===== config.mk =====
export PLATFORM = sky130hd
export DESIGN_NAME = serial_add_sub
export DESIGN_NICKNAME = d
export VERILOG_FILES = /design/src/rtl/arith_pkg.sv /design/src/rtl/fa_cell.sv /design/src/rtl/serial_add_sub.sv
export SDC_FILE = /design/constraint.sdc
export NUM_CORES = 1
export LEC_CHECK = 0
export CORE_ASPECT_RATIO = 1.25
export CORE_MARGIN = 5
export CORE_UTILIZATION = 45
export DETAILED_ROUTE_END_ITERATION = 8
export PLACE_DENSITY = 0.7
export RECOVER_POWER = 50
export SETUP_SLACK_MARGIN = 0.1
export SLEW_MARGIN = 0
export SYNTH_ARGS = -nofsm -noshare
export SYNTH_HDL_FRONTEND = slang
export SYNTH_SLANG_ARGS = --single-unit

===== constraint.sdc =====
create_clock -name clk -period 3.95 [get_ports clk]
set_input_delay 0.395 -clock clk [delete_from_list [all_inputs] [get_ports clk]]
set_output_delay 0.395 -clock clk [all_outputs]
set_load 0.01 [all_outputs]

===== src/rtl/arith_pkg.sv =====
// Shared types and helpers for the serial arithmetic blocks.
package arith_pkg;

  typedef enum logic [1:0] {
    IDLE = 2'd0,
    RUN  = 2'd1,
    DONE = 2'd2
  } state_t;

  // Digits per operation; 0 flags a DIGIT that does not divide WIDTH.
  function automatic int calc_digits(input int width, input int digit);
    if (digit < 1 || (width % digit) != 0) return 0;
    return width / digit;
  endfunction

endpackage


===== src/rtl/fa_cell.sv =====
// One-bit combinational full adder, chained DIGIT times by serial_add_sub.
module fa_cell (
  input  logic a,
  input  logic b,
  input  logic cin,
  output logic sum,
  output logic cout
);

  assign sum  = a ^ b ^ cin;
  assign cout = (a & b) | (cin & (a ^ b));

endmodule


===== src/rtl/serial_add_sub.sv =====
// Digit-serial adder/subtractor: DIGIT bits per clock, result held from done
// until the next accepted start.
module serial_add_sub
  import arith_pkg::*;
#(
  parameter int WIDTH = 8,
  parameter int DIGIT = 1
) (
  input  logic             clk,
  input  logic             rst_n,
  input  logic             start,
  input  logic             sub,
  input  logic [WIDTH-1:0] a,
  input  logic [WIDTH-1:0] b,
  input  logic             cin,
  output logic             busy,
  output logic             done,
  output logic [WIDTH-1:0] result,
  output logic             cout,
  output logic             overflow
);

  localparam int N  = calc_digits(WIDTH, DIGIT);
  localparam int CW = $clog2(N) + 1;

  generate
    if (N == 0 || WIDTH < 2) begin : g_bad_cfg
      $error("serial_add_sub: DIGIT must divide WIDTH and WIDTH must be >= 2");
    end
  endgenerate

  state_t           r_state;
  state_t           w_state_next;
  logic [WIDTH-1:0] r_a;
  logic [WIDTH-1:0] r_b;
  logic [WIDTH-1:0] r_work;
  logic [WIDTH-1:0] r_result;
  logic             r_carry;
  logic             r_cout;
  logic             r_ovf;
  logic [CW-1:0]    r_cnt;

  logic [DIGIT:0]   w_c;
  logic [DIGIT-1:0] w_s;
  logic [WIDTH-1:0] w_work_shift;
  logic             w_accept;
  logic             w_last;

  assign w_c[0] = r_carry;

  generate
    for (genvar gi = 0; gi < DIGIT; gi++) begin : g_cell
      fa_cell u_fa (
        .a    (r_a[gi]),
        .b    (r_b[gi]),
        .cin  (w_c[gi]),
        .sum  (w_s[gi]),
        .cout (w_c[gi+1])
      );
    end
  endgenerate

  // New digit enters at the MSB end; after N digits the word is aligned.
  assign w_work_shift = (r_work >> DIGIT) | (WIDTH'(w_s) << (WIDTH - DIGIT));
  assign w_last       = (r_cnt == CW'(N - 1));

  always_comb begin
    w_state_next = r_state;
    w_accept     = 1'b0;
    case (r_state)
      IDLE: begin
        if (start) begin
          w_accept     = 1'b1;
          w_state_next = RUN;
        end
      end
      RUN: begin
        if (w_last) w_state_next = DONE;
      end
      DONE: begin
        if (start) begin
          w_accept     = 1'b1;
          w_state_next = RUN;
        end else begin
          w_state_next = IDLE;
        end
      end
      default: w_state_next = IDLE;
    endcase
  end

  always_ff @(posedge clk) begin
    if (!rst_n) begin
      r_state  <= IDLE;
      r_a      <= '0;
      r_b      <= '0;
      r_work   <= '0;
      r_result <= '0;
      r_carry  <= 1'b0;
      r_cout   <= 1'b0;
      r_ovf    <= 1'b0;
      r_cnt    <= '0;
    end else begin
      r_state <= w_state_next;
      if (w_accept) begin
        // Subtraction is a + ~b + ~borrow_in.
        r_a     <= a;
        r_b     <= sub ? ~b : b;
        r_carry <= cin ^ sub;
        r_cnt   <= '0;
      end else if (r_state == RUN) begin
        r_a     <= r_a >> DIGIT;
        r_b     <= r_b >> DIGIT;
        r_work  <= w_work_shift;
        r_carry <= w_c[DIGIT];
        r_cnt   <= r_cnt + CW'(1);
        if (w_last) begin
          r_result <= w_work_shift;
          r_cout   <= w_c[DIGIT];
          r_ovf    <= w_c[DIGIT] ^ w_c[DIGIT-1];
        end
      end
    end
  end

  assign busy     = (r_state == RUN);
  assign done     = (r_state == DONE);
  assign result   = r_result;
  assign cout     = r_cout;
  assign overflow = r_ovf;

endmodule


# Yosys cells after proc, flatten, opt, wreduce, memory -nomap -nowiden
# Cells that the tools add are included.
[word_totals] reg_bits=41 in_bits=21 out_inout_bits=12 elab_cells=46
[classes] add_sub_neg=1 eq_ne=5 muxes=13 n_bitwise=11 reduce_logical=7
[op_table] operator="8-bit 2-to-1 mux" count=5
[op_table] operator="8-bit NOT" count=1
[op_table] operator="7-bit by 8-bit bitwise OR with 8-bit output" count=1
[op_table] operator="2-bit case mux with 3 select lines" count=1
[op_table] operator="1-bit 2-to-1 mux" count=5
[op_table] operator="4-bit by 1-bit adder with 4-bit output, second input constant" count=1
[op_table] operator="4-bit by 3-bit equality test with 1-bit output, second input constant" count=1
[op_table] operator="2-bit 2-to-1 mux" count=2
[op_table] operator="2-bit AND reduction" count=2
[op_table] operator="2-bit OR reduction" count=2
[op_table] operator="1-bit XOR" count=4
[op_table] operator="3-bit AND reduction" count=1
[op_table] operator="1-bit AND" count=2
[op_table] operator="2-bit by 1-bit equality test with 1-bit output, second input constant" count=1
[op_table] operator="2-bit equality test, second input constant" count=1
[op_table] operator="2-bit zero test" count=1
[op_table] operator="2-bit by 1-bit inequality test with 1-bit output, second input constant" count=1
[op_table] operator="2-bit inequality test, second input constant" count=1
[op_table] operator="1-bit NOT" count=2
[op_table] operator="2-bit nonzero test" count=1
[op_table] operator="1-bit bitwise OR" count=1

# Logic depth before layout (Yosys ltp)
[depth] word_depth=5 ltp_mapped=5 mapped_depth_nobuf=4

# By module
# Synthesis repeated with hierarchy kept, for this count alone.
[hier_totals] hier_cells=196 hier_area_um2=1726.7
[modules_own_cells] mod="serial_add_sub" instances=1 cells_each=195 area_per_inst_um2=1706.6 seq_area_each_um2=800.8
[modules_own_cells] mod="fa_cell" instances=1 cells_each=1 area_per_inst_um2=20.0 seq_area_each_um2=0.0

# Worst setup path before layout
# Ideal clock, no wire load.
[synth_path] kind="flip-flop to flip-flop" from="reg r_cnt[0]" to="reg r_ovf, in the netlist overflow" setup_ps=116 arrival_ps=1204 required_ps=3834 slack_ps=2630 stages_incl_launch_ff=6 n_path_buf=1 synth_period_minus_slack_ps=1320 path_cell_list="dfxtp_1 ha_1 and3b_1 and2_1 buf_4 o211a_1"
[synth_between] elab_chain_len=2
[synth_rtl] element="start: declaration" line_no="serial_add_sub.sv:41" rtl="logic [CW-1:0] r_cnt;"
[synth_rtl] element="start signal: assignment" line_no="serial_add_sub.sv:116" rtl="r_cnt <= r_cnt + CW'(1);"
[synth_rtl] element="4-bit by 3-bit equality test with 1-bit output" line_no="serial_add_sub.sv:65" rtl="assign w_last = (r_cnt == CW'(N - 1));"
[synth_rtl] element="3-bit AND reduction (no source line)"
[synth_rtl] element="end signal: assignment" line_no="serial_add_sub.sv:120" rtl="r_ovf <= w_c[DIGIT] ^ w_c[DIGIT-1];"
[synth_rtl] element="end: declaration" line_no="serial_add_sub.sv:40" rtl="logic r_ovf;"
# Every way passes these cells.
# A chain may end at the register's enable or synchronous reset.

# Final worst setup path
[layout_path] from="reg r_state[1]" to="out busy"
[layout_between] elab_chain_len=1
[layout_rtl] element="start: declaration" line_no="serial_add_sub.sv:32" rtl="state_t r_state;"
[layout_rtl] element="start signal: assignment" line_no="serial_add_sub.sv:104" rtl="r_state <= w_state_next;"
[layout_rtl] element="2-bit by 1-bit equality test with 1-bit output" line_no="serial_add_sub.sv:126" rtl="assign busy = (r_state == RUN);"
[layout_rtl] element="end: declaration" line_no="serial_add_sub.sv:16" rtl="output logic busy,"
# Every way passes these cells.

==> results.txt <==
- Highest net fanout along the worst path: 29
- On the worst path, the slowest cell contributes a delay of about 0.73 ns.
* End point of the critical path: busy
* Number of synthesized register bits: 40
* Total track usage: 0.1342
* Cts repair resizes: 0
- Max-cap violations: 0
- Wire per inst: about 12 um
* Cell leakage power: 0.7906 nW
* Post-synth top area share: 0.4641
- Chip width: 65.39 um
* Required time of the worst setup path: 3.56 ns
- Sequential area share after synthesis: 0.4641
- Fill cells in the final layout number about 350.
- Core Box Area: 3754 um2
* Cts bufs inserted: 5
- Cell depth of the worst hold path: 2
- Pwr/cell area: 387.1 nW/um2
- The clock period could shrink to 2.852 ns.
- Maximum clock frequency: 350.6 MHz
* Number of nets in the finished design: 242
- Final Wtd Congestion: 0.7173
- Summing internal, switching and leakage power gives ~0.82 mW.
- Worst setup path class: reg -> out
* Result of the run: finished, final reports clean
- Largest net degree at the start of global routing: 47
* Routed vias/inst: 5.263
- Counting cells, the worst reg-to-reg path comes to 4.
- Once detail routing completed, the nets flagged for antenna violations numbered 0.
- Startpoint types: flop
* Worst R2R Setup Slack: around 1.6 ns
- For this run, global-route usage on met2 was measured as 0.2188.
- The later pin in the worst-skew pair is clocked with a latency of 0.29 ns.
- CTS Sinks: 40
- Yosys mapped the design onto 32 distinct sky130hd cell types.
- Number of buffers inserted by port buffering: 32
- Clock root buffer: clkbuf_8
* M3 GR Usage: 0.05092
* Hpwl dp: approximately 2100 um
* Critical-path cell with the highest stage delay: inv_1
* Number of vias in the routed layout: approximately 1400
- The endpoint identified for the worst register-to-register timing path is result[2]$_SDFFE_PN0P_.
* Mapped Cells: slightly below 200
- Measured against its own limit, the worst slew margin works out to 0.3423.
- The signal on the critical path passes through nand2b_2, inv_1, clkdlybuf4s50_1.
- P&R area growth vs syn: 22.91%
- In the finished design, the share of the clock period the worst path needs comes to 0.7221.
- Area of the die: 5180 um2
- For this design the top-level I/O count stands at 33.
- After clock tree synthesis, the flow added hold-fix buffers numbering 0.
* Pins Over Slew Limit: 0
* Setup skew after layout: 0.001904 ns
- The first global-routing pass estimated 5451 um of wire.
* Clock transition at the register clock pins on the worst setup and hold paths after CTS: about 0.070 ns
* Syn avg cell area: around 8.9 um2
* Mapped Area: 1725 um2
- Type of destination of the critical path: output pin
- TritonCTS built the clock tree.
- At the pin with the least slew margin, the transition time is 0.9845 ns.
- Of the cells placed in the final design, the portion with a size suffix greater than 1 is 0.04566.
- WL final: 3185 um
* Met1 track utilization from global routing: 0.1560
* Hold Path Class: reg -> reg
* Number of violations reported at the end of detailed-routing iteration 0: just over 90
* Setup repair after global routing missed its margin: no
- Vertical die dimension: 79.23 um
- Critical path data arrival time: between 2 and 2.5 ns
- First-pass DRT Iterations: 4
* Nets in the synthesized netlist: 217
* Antenna Cells: 0
- After routing, the total negative slack on setup checks comes to 0 ns.
- Number of endpoints with negative hold slack in the final report: 0
- Number of antenna violations at the first check in global routing: 0
- Most common library cell in the layout ignoring fill and taps: nand2_1
* Worst R2R Start: r_state[1]$_SDFFE_PN0P_
* Largest cells by area after synthesis: dfxtp_1, nand2_1, a21boi_0, mux2i_1, xor2_1
* Peak-usage layer in the global routing report: met2
- Setup violations remaining at the end of the flow were counted as 0.
- Across the VDD grid, the largest voltage drop is 0.0002731 V.
- In this run the number of H-tree levels came out at 2.
* Initial core utilization: 0.4597
- The top cell types in the final layout, fill and taps aside, are nand2_1, dfxtp_1, clkdlybuf4s50_1.
- Detailed-route DRC error count: 0
- After floorplanning, the core was divided into 25 placement rows.
- After clock tree synthesis, the setup repair step added 0 buffers.
- The most critical setup path has its startpoint at r_state[1]$_SDFFE_PN0P_.
* Cell type with the highest aggregate area in the netlist: dfxtp_1
- Total of warnings raised by yosys: 0
- The via count of the first global-routing pass is 1249.
- Global routing finished with a remaining overflow of 0.
- No sink is reached through more buffers than the 2 on the longest clock path.
where the power goes:
group | total, mW | leakage (nW) | internal [mW] | switching [mW]
Sequential | 0.435 | 0.326 | 0.423 | 0.0120
Combinational | 0.0998 | 0.414 | 0.0471 | 0.0528
Clock | 0.287 | 0.0503 | 0.155 | 0.131
worst max-delay path: cells and delay by family, from the launching register on:
kind / cells / cell delay, ns
buffers and inverters: 2 / 1.41
AND/OR/NAND/NOR: 1 / 0.42
flip-flops: 1 / 0.32
routing by layer:
metal,vias to the layer above,wire [um]
met1,621,1457
met3,5,190
met5,-,0
li1,706,-
met2,31,1483
met4,0,54
how the worst min path moves through the flow:
stage | startpoint | to | slack [ns]
floorplan | r_work[1]$_SDFFE_PN0P_ | result[0]$_SDFFE_PN0P_ | 0.44
global placement | cout$_SDFFE_PN0P_ | cout$_SDFFE_PN0P_ | 0.44
detailed placement | result[6]$_SDFFE_PN0P_ | result[6]$_SDFFE_PN0P_ | 0.45
CTS | result[0]$_SDFFE_PN0P_ | result[0]$_SDFFE_PN0P_ | 0.46
global route | result[0]$_SDFFE_PN0P_ | result[0]$_SDFFE_PN0P_ | 0.48
finish | result[0]$_SDFFE_PN0P_ | result[0]$_SDFFE_PN0P_ | 0.45
flip-flops by register name (all words and copies together) (netlist names):
name and cells:
r_a 8, result 8, r_carry 1, r_cnt 4, overflow 1, r_work 7, cout 1, r_state 2
r_b 8
layout make-up:
class	count	area (um2)	area share
clock buffer	7	96.34	0.04543
inverter	1	3.754	0.001770
multi-input combinational	138	842.1	0.3971
sequential	40	800.8	0.3776
tap	40	50.05	0.02360
timing repair buffer	33	327.8	0.1546
cells by family (layout without fill, tap and decap cells):
group	count (synthesis)	after routing	synth area share
xor gates and xnor gates	12	12	0.06091
AOI/OAI and AO/OA	36	36	0.1537
adders and majority gates	2	2	0.01885
DFF	40	40	0.4641
buffers and inverters	16	41	0.04786
and+or+nand+nor	79	79	0.2023
muxes	9	9	0.05221
stage by stage:
stage          std cells  setup WS [ns]  hold WS (ns)  utilization  instance area, um2
2_1_floorplan        194          2.630        0.4383            -                1725
3_3_place_gp         252          1.711        0.4422       0.5393                2024
3_5_place_dp         252          1.679        0.4495       0.5393                2024
4_1_cts              259          1.360        0.4599       0.5650                2121
5_1_grt              259         0.9000        0.4775       0.5650                2121
6_report             259          1.098        0.4524       0.5650                2121
synth_stat cells:
cell,instances
buf_2,9
ha_1,1
nor2_1,10
o221ai_1,8
xnor2_1,2
clkbuf_1,4
and3_1,1
inv_2,1
and2b_1,1
nand3b_1,1
a21oi_1,1
buf_4,1
fa_1,1
nor2b_1,1
o211a_1,1
or3_1,1
a31oi_1,3
nand2b_2,1
nand2_1,43
and2_1,2
xor2_1,10
nor3_1,8
a22oi_1,4
dfxtp_1,40
and3b_1,1
nand2b_1,1
nand3_1,8
a21boi_0,13
mux2i_1,9
buf_6,1
o21ai_0,5
a21oi_2,1
Note: power is estimated with default switching activity, not from simulation.
